### src/rtl/router_sync_n_if.sv
// Bundle of the router synchroniser's data-path and handshake signals.
// The sts_clr/timeout_sts pair exists only when ROUTER_SYNC_STATUS_EN is defined.
interface router_sync_n_if #(
    parameter int unsigned NUM_CH = 3,
    parameter int unsigned ADDR_W = 2
) ();
    logic              detect_add;
    logic [ADDR_W-1:0] data_in;
    logic              write_enb_reg;
    logic [NUM_CH-1:0] full;
    logic [NUM_CH-1:0] empty;
    logic [NUM_CH-1:0] read_enb;
    logic [NUM_CH-1:0] write_enb;
    logic [NUM_CH-1:0] vld_out;
    logic              fifo_full;
    logic [NUM_CH-1:0] soft_reset;
    logic              addr_err;
`ifdef ROUTER_SYNC_STATUS_EN
    logic              sts_clr;
    logic [NUM_CH-1:0] timeout_sts;

    modport master (
        output detect_add, data_in, write_enb_reg, full, empty, read_enb, sts_clr,
        input  write_enb, vld_out, fifo_full, soft_reset, addr_err, timeout_sts
    );

    modport slave (
        input  detect_add, data_in, write_enb_reg, full, empty, read_enb, sts_clr,
        output write_enb, vld_out, fifo_full, soft_reset, addr_err, timeout_sts
    );
`else
    modport master (
        output detect_add, data_in, write_enb_reg, full, empty, read_enb,
        input  write_enb, vld_out, fifo_full, soft_reset, addr_err
    );

    modport slave (
        input  detect_add, data_in, write_enb_reg, full, empty, read_enb,
        output write_enb, vld_out, fifo_full, soft_reset, addr_err
    );
`endif
endinterface

### src/rtl/router_sync_n.sv
// Router synchroniser: latches destination address, steers FIFO writes and flushes stale FIFOs.
// Optional sticky timeout status is enabled by defining ROUTER_SYNC_STATUS_EN.
module router_sync_n #(
    parameter int unsigned NUM_CH  = 3,
    parameter int unsigned ADDR_W  = 2,
    parameter int unsigned TIMEOUT = 30,
    parameter int unsigned CNT_W   = 6
) (
    input logic             clock,
    input logic             resetn,
    router_sync_n_if.slave  bus
);

    if (NUM_CH < 2 || NUM_CH > 8) begin : g_bad_num_ch
        $error("router_sync_n: NUM_CH must be within 2..8");
    end
    if ((longint'(1) << ADDR_W) < longint'(NUM_CH)) begin : g_bad_addr_w
        $error("router_sync_n: ADDR_W too narrow for NUM_CH");
    end
    if (TIMEOUT < 2 || longint'(TIMEOUT) > (longint'(1) << CNT_W)) begin : g_bad_timeout
        $error("router_sync_n: TIMEOUT must be within 2..2**CNT_W");
    end

    localparam logic [ADDR_W:0]  NumChW  = (ADDR_W + 1)'(NUM_CH);
    localparam logic [CNT_W-1:0] TermCnt = CNT_W'(TIMEOUT - 1);

    logic [ADDR_W-1:0] addr_q, addr_d;
    logic              addr_err_q, addr_err_d;
    logic [NUM_CH-1:0] sel;
    logic [NUM_CH-1:0] vld;
    logic [CNT_W-1:0]  cnt_q [NUM_CH];
    logic [CNT_W-1:0]  cnt_d [NUM_CH];
    logic [NUM_CH-1:0] soft_reset_q, soft_reset_d;

    always_comb begin
        addr_d     = addr_q;
        addr_err_d = addr_err_q;
        if (bus.detect_add) begin
            addr_d     = bus.data_in;
            addr_err_d = ({1'b0, bus.data_in} >= NumChW);
        end
    end

    // An out-of-range address matches no channel, so writes and full both read as zero.
    always_comb begin
        sel = '0;
        for (int unsigned i = 0; i < NUM_CH; i++) begin
            sel[i] = (addr_q == ADDR_W'(i));
        end
    end

    assign vld           = ~bus.empty;
    assign bus.vld_out   = vld;
    assign bus.write_enb = bus.write_enb_reg ? sel : '0;
    assign bus.fifo_full = |(bus.full & sel);
    assign bus.addr_err  = addr_err_q;
    assign bus.soft_reset = soft_reset_q;

    // Per-channel stall watchdog; terminal count fires the flush and restarts the window.
    always_comb begin
        soft_reset_d = '0;
        for (int unsigned i = 0; i < NUM_CH; i++) begin
            cnt_d[i] = '0;
            if (vld[i] && !bus.read_enb[i]) begin
                if (cnt_q[i] == TermCnt) begin
                    soft_reset_d[i] = 1'b1;
                end else begin
                    cnt_d[i] = cnt_q[i] + 1'b1;
                end
            end
        end
    end

    always_ff @(posedge clock or negedge resetn) begin
        if (!resetn) begin
            addr_q       <= '0;
            addr_err_q   <= 1'b0;
            soft_reset_q <= '0;
            for (int unsigned i = 0; i < NUM_CH; i++) begin
                cnt_q[i] <= '0;
            end
        end else begin
            addr_q       <= addr_d;
            addr_err_q   <= addr_err_d;
            soft_reset_q <= soft_reset_d;
            for (int unsigned i = 0; i < NUM_CH; i++) begin
                cnt_q[i] <= cnt_d[i];
            end
        end
    end

`ifdef ROUTER_SYNC_STATUS_EN
    logic [NUM_CH-1:0] sts_q, sts_d;

    // A new timeout outranks a coincident clear.
    assign sts_d = (sts_q & ~{NUM_CH{bus.sts_clr}}) | soft_reset_d;

    always_ff @(posedge clock or negedge resetn) begin
        if (!resetn) begin
            sts_q <= '0;
        end else begin
            sts_q <= sts_d;
        end
    end

    assign bus.timeout_sts = sts_q;
`endif

endmodule

### src/flat_wrapper.sv
// flat-port wrapper written by rule: the top's interface ports become plain ports
module router_sync_n_flat 
#(
    parameter int unsigned NUM_CH  = 3,
    parameter int unsigned ADDR_W  = 2,
    parameter int unsigned TIMEOUT = 30,
    parameter int unsigned CNT_W   = 6
)
  (clock, resetn, bus_detect_add, bus_data_in, bus_write_enb_reg, bus_full, bus_empty, bus_read_enb, bus_write_enb, bus_vld_out, bus_fifo_full, bus_soft_reset, bus_addr_err);
  router_sync_n_if #(.NUM_CH(NUM_CH), .ADDR_W(ADDR_W)) bus_i ();
  input logic clock;
  input logic resetn;
  input wire logic [$bits(bus_i.detect_add)-1:0] bus_detect_add;
  input wire logic [$bits(bus_i.data_in)-1:0] bus_data_in;
  input wire logic [$bits(bus_i.write_enb_reg)-1:0] bus_write_enb_reg;
  input wire logic [$bits(bus_i.full)-1:0] bus_full;
  input wire logic [$bits(bus_i.empty)-1:0] bus_empty;
  input wire logic [$bits(bus_i.read_enb)-1:0] bus_read_enb;
  output wire logic [$bits(bus_i.write_enb)-1:0] bus_write_enb;
  output wire logic [$bits(bus_i.vld_out)-1:0] bus_vld_out;
  output wire logic [$bits(bus_i.fifo_full)-1:0] bus_fifo_full;
  output wire logic [$bits(bus_i.soft_reset)-1:0] bus_soft_reset;
  output wire logic [$bits(bus_i.addr_err)-1:0] bus_addr_err;
  assign bus_i.detect_add = bus_detect_add;
  assign bus_i.data_in = bus_data_in;
  assign bus_i.write_enb_reg = bus_write_enb_reg;
  assign bus_i.full = bus_full;
  assign bus_i.empty = bus_empty;
  assign bus_i.read_enb = bus_read_enb;
  assign bus_write_enb = bus_i.write_enb;
  assign bus_vld_out = bus_i.vld_out;
  assign bus_fifo_full = bus_i.fifo_full;
  assign bus_soft_reset = bus_i.soft_reset;
  assign bus_addr_err = bus_i.addr_err;
  router_sync_n #(.NUM_CH(NUM_CH), .ADDR_W(ADDR_W), .TIMEOUT(TIMEOUT), .CNT_W(CNT_W)) u_core (.clock(clock), .resetn(resetn), .bus(bus_i));
endmodule
### config.mk
export PLATFORM = sky130hd
export DESIGN_NAME = router_sync_n_flat
export DESIGN_NICKNAME = d
export VERILOG_FILES = /design/src/rtl/router_sync_n_if.sv /design/src/rtl/router_sync_n.sv /design/src/flat_wrapper.sv
export SDC_FILE = /design/constraint.sdc
export NUM_CORES = 1
export LEC_CHECK = 0
export BUFFER_PORTS_ARGS = -buffer_cell sky130_fd_sc_hd__buf_2
export CAP_MARGIN = 20
export CORE_MARGIN = 3
export CORE_UTILIZATION = 51
export CTS_CLUSTER_DIAMETER = 200
export DETAILED_ROUTE_END_ITERATION = 8
export HOLD_SLACK_MARGIN = 0.03
export PLACE_DENSITY = 0.86
export SYNTH_ARGS = -nofsm -noshare
export SYNTH_HDL_FRONTEND = slang
export SYNTH_SLANG_ARGS = --single-unit
### constraint.sdc
create_clock -name clock -period 1.3 [get_ports clock]
set_input_delay 0.39 -clock clock [delete_from_list [all_inputs] [get_ports clock]]
set_output_delay 0.39 -clock clock [all_outputs]
set_load 0.005 [all_outputs]
After elaboration in Yosys (flattened, before gate mapping)
Index checks and enable logic that the tools add are counted.
{ "classes": {"magnitude_cmp": 1, "addsub": 3, "bitwise_logic": 2, "mux": 13, "n_reduce_logical": 8, "eq_ne": 5} }
{ "ops": {"columns": ["cell", "n"], "rows": [
  ["$mux W6", 6],
  ["$add A6 B1 Y6 const B", 3],
  ["$eq A6 B5 Y1 const B", 3],
  ["$mux W1", 6],
  ["$and A3 B3 Y3", 1],
  ["$logic_and A1 B1 Y1", 3],
  ["$logic_not A1 Y1", 3],
  ["$mux W3", 1],
  ["$not A3 Y3", 1],
  ["$reduce_or A3 Y1", 1],
  ["$eq A2 B1 Y1 const B", 1],
  ["$eq A2 B2 Y1 const B", 1],
  ["$ge A2 B2 Y1 const B", 1],
  ["$logic_not A2 Y1", 1]
]} }
{ "word_totals": {"regBits": 24, "wordCells": 38} }

Longest topological paths before layout
{ "logic_depth": {"ltp_word": 3, "depth_mapped": 5, "depth_no_buf": 5} }

Worst setup path before layout
OpenSTA, ideal clock, no wires.
{ "synth_timing": {"path_type": "flip-flop to flip-flop", "startpoint": "register u_core.cnt_q[1] (netlist name)", "endpoint": "register u_core.cnt_q[2] (netlist name)", "arrival_time_ns": 0.958, "t_required_ns": 1.170, "synth_period_minus_slack_ns": 1.089, "setup_time_ns": 0.130, "path_slack_ns": 0.211, "path_buffers": 0, "path_stages_with_launch": 6, "path_cell_list": "dfrtp_1 > inv_1 > ha_1 > nand2b_1 > o21ai_1 > nor2_1"} }
{ "synth_lines": {"columns": ["element", "line", "rtl"], "rows": [
  ["from (decl)", "router_sync_n.sv:31", "logic [CNT_W-1:0] cnt_q [NUM_CH];"],
  ["from (signal, indexed assignment)", "router_sync_n.sv:87", "cnt_q[i] <= cnt_d[i];"]
]} }

Final worst setup path
{ "layout_timing": {"startpoint": "register u_core.addr_q[0]", "endpoint": "output bus_fifo_full"} }
{ "layout_via": {"elab_chain_cells": 3, "elab_cells_between_ends": 5} }
{ "layout_lines": {"columns": ["element", "line", "rtl"], "rows": [
  ["from (decl)", "router_sync_n.sv:27", "logic [ADDR_W-1:0] addr_q, addr_d;"],
  ["from (signal assigned)", "router_sync_n.sv:83", "addr_q <= addr_d;"],
  ["$eq A2 B1 Y1 (tied with other cells)", "router_sync_n.sv:48", "sel[i] = (addr_q == ADDR_W'(i));"],
  ["$and A3 B3 Y3 *", "router_sync_n.sv:55", "assign bus.fifo_full = |(bus.full & sel);"],
  ["$reduce_or A3 Y1 *", "router_sync_n.sv:55", null],
  ["to (decl)", "flat_wrapper.sv:21", "output wire logic [$bits(bus_i.fifo_full)-1:0] bus_fifo_full;"]
]} }
Mark *: on every way between the ends. The rest lies on a longest branch, timed or not.

==> flow_summary.ini <==
[clocking]
clk_pin_slew_ns = 0.12
cts_setup_buffers = 0
cts.path.max_buffers = 2
clockRootBuffer = clkbuf_4
holdBufCountCts = 0
cts_tree = yes
clock_sinks = 24
insertion_delay_ns = 0.30
cts-htree-levels = 1
cts_buffers = 3

[synth]
ys_seq_area_frac = 0.539
avgSynthCellArea_sq_um = 10.4
syn_nets = 128
ys_seq_elements = 24
syn_area_sq_um = 1110
syn_inst = 107
synth.distinct_cells = 25
yosysWarningCount = 0

[die]
core_area_sq_um = 2020
row_count = 16
start_util = 0.551
die_w_um = 52.7
die_h_um = 52.7
dieArea_sq_um = 2780
io_pins = 26

[final_layout]
most-common-layout-cells = buf_2, dfrtp_1, nor2_1, inv_1, nand3_1
fin_util = 0.648
area_delta_synth_final_pct = 17.6
nNetsFinal = 158
drive_above_1_share = 0.289
mostFrequentLayoutCell = buf_2
final_area_sq_um = 1310
antenna_cells = 0

[placement]
dp_hpwl_um = 1480
port_buffers = 25
dpl_worst_slack_ns = 0.0617
gp_congestion = 0.769
place_area_sq_um = 1270

[sta]
worstMarginPinSlew_ns = 0.509
clock_skew_ns = 0.00535
period_needed_ns = 1.49
fmax_ghz = 0.669
finalSetupViolations = 4
rsz0062_at_grt = yes
slew_headroom = 0.661
hold_viol = 0
slew_violations = 0
finalWorstSetupSlack_ns = -0.195
setup_tns_ns = -0.590
post-route-period-util = 1.15

[detailed_routing]
vias_per_cell = 5.14
dr.first_iter.drc_count = 7
wl_per_cell_um = 11.7
dr.pass1.iters = 3
drc_errors = 0
via_count = 833
ant_nets = 0
routed_wl_um = 1890

[grt]
grt_overflow = 0
grt_max_degree = 25
grt_pass1_vias = 828
grt_usage = 0.159
antenna_found_initial = 0
grt_pass1_wl_um = 3220

[critical_path]
end_kind = output port
crit_arrival_ns = 1.10
critPathRequiredTime_ns = 0.91
critPathMaxFanout = 6
criticalPathCategory = flop to output port
cp-start-kind = flop

[pwr]
power_density_nw_per_um2 = 927
peakVddDrop_uv = 746
p_total_w = 0.00121
p_leak_nw = 0.629

[outcome]
status = finished with violations
violations = setup timing

[job]
maxCapViolCount = 0

[hold_path]
min_path_type = input port to asynchronous set/reset pin
## cell families (layout without fill, tap and decap cells)
group           count (synthesis)  count (layout)  share of synthesized area
compound gates                 11              11                     0.0652
xor+xnor                        9               9                     0.0708
fa+ha+maj                       6               6                     0.0674
buf+inv                         8              36                     0.0270
flops                          24              24                      0.539
mux                             3               3                     0.0292
simple gates                   46              46                      0.201
## state kept, by name, indices dropped and copies added (netlist names)
register	count
u_core.bus.addr_err	1
u_core.addr_q	2
u_core.bus.soft_reset	3
u_core.cnt_q	18
## what timing repair did
| item | in CTS | in global routing |
|---|---|---|
| endpoints found under the setup margin | 4 | 14 |
| resized for setup | 3 | 3 |
| pin swaps | 3 | 2 |
## routing by layer
metal	up-vias	GRT usage	routed length (um)
li1	419	-	-
met2	22	0.287	975
met4	0	0.0894	13
met1	390	0.171	798
met3	2	0.0313	101
met5	-	0	0
## power by group
part | internal, W | switching [W] | total (W)
Clock | 0.000108 | 0.000199 | 0.000307
Combinational | 0.0000565 | 0.0000644 | 0.000121
Sequential | 0.000765 | 0.0000220 | 0.000787
Total | 0.000929 | 0.000285 | 0.00121
## cell usage after synthesis
master | count | area (sq um)
dfrtp_1 | 24 | 601
o21ai_1 | 2 | 10.0
nor3b_1 | 1 | 7.51
nand4b_1 | 1 | 8.76
and3b_1 | 1 | 8.76
nand2b_1 | 2 | 12.5
mux2_2 | 2 | 22.5
a21oi_2 | 1 | 8.76
nor2_1 | 21 | 78.8
nor4_1 | 3 | 18.8
nand3_1 | 8 | 40.0
o21ai_0 | 3 | 15.0
o21ai_2 | 1 | 8.76
nand2_1 | 5 | 18.8
xor2_1 | 6 | 52.6
inv_1 | 8 | 30.0
o211ai_1 | 2 | 15.0
nand3b_1 | 1 | 7.51
or3_1 | 1 | 6.26
mux2i_1 | 1 | 10.0
xnor2_1 | 3 | 26.3
nand3_2 | 1 | 10.0
nand2_2 | 1 | 6.26
o31ai_1 | 2 | 15.0
ha_1 | 6 | 75.1
## per-stage QoR
step	hold WS (ns)	std cells
final	0.0356	162
after global routing	0.0648	162
after global placement	0.387	159
after floorplan	0.0944	107
after CTS	0.0526	162
after detailed placement	0.396	159
## path summary, 6_finish.rpt
kind                                               from                            endpoint  slack, ns  cells after the start
max in group asynchronous                        resetn        u_core.addr_q[1]$_DFFE_PN0P_       0.89                      1
min in group clock                      bus_read_enb[0]  u_core.bus.soft_reset[0]$_DFF_PN0_       0.25                      2
setup / recovery           u_core.addr_q[0]$_DFFE_PN0P_                       bus_fifo_full      -0.19                      3
setup reg to reg              u_core.cnt_q[1]$_DFF_PN0_           u_core.cnt_q[4]$_DFF_PN0_       0.14                      5
hold / removal                                   resetn  u_core.bus.soft_reset[0]$_DFF_PN0_       0.04                      1
hold reg to reg               u_core.cnt_q[6]$_DFF_PN0_           u_core.cnt_q[6]$_DFF_PN0_       0.52                      1
## area by class of cell
class / instances / area [sq um]
Fill cell: 170 / 712
Multi-Input combinational cell: 75 / 495
Timing Repair Buffer: 25 / 125
Tap cell: 27 / 33.8
Clock buffer: 3 / 22.5
Sequential cell: 24 / 603
Inverter: 8 / 30.0
## worst max-delay path, stage by stage (launching register included)
cell	delay [ns]
dfrtp_2	0.43
mux2i_1	0.19
o21ai_1	0.06
buf_2	0.12
(Power assumes the default switching activity.)
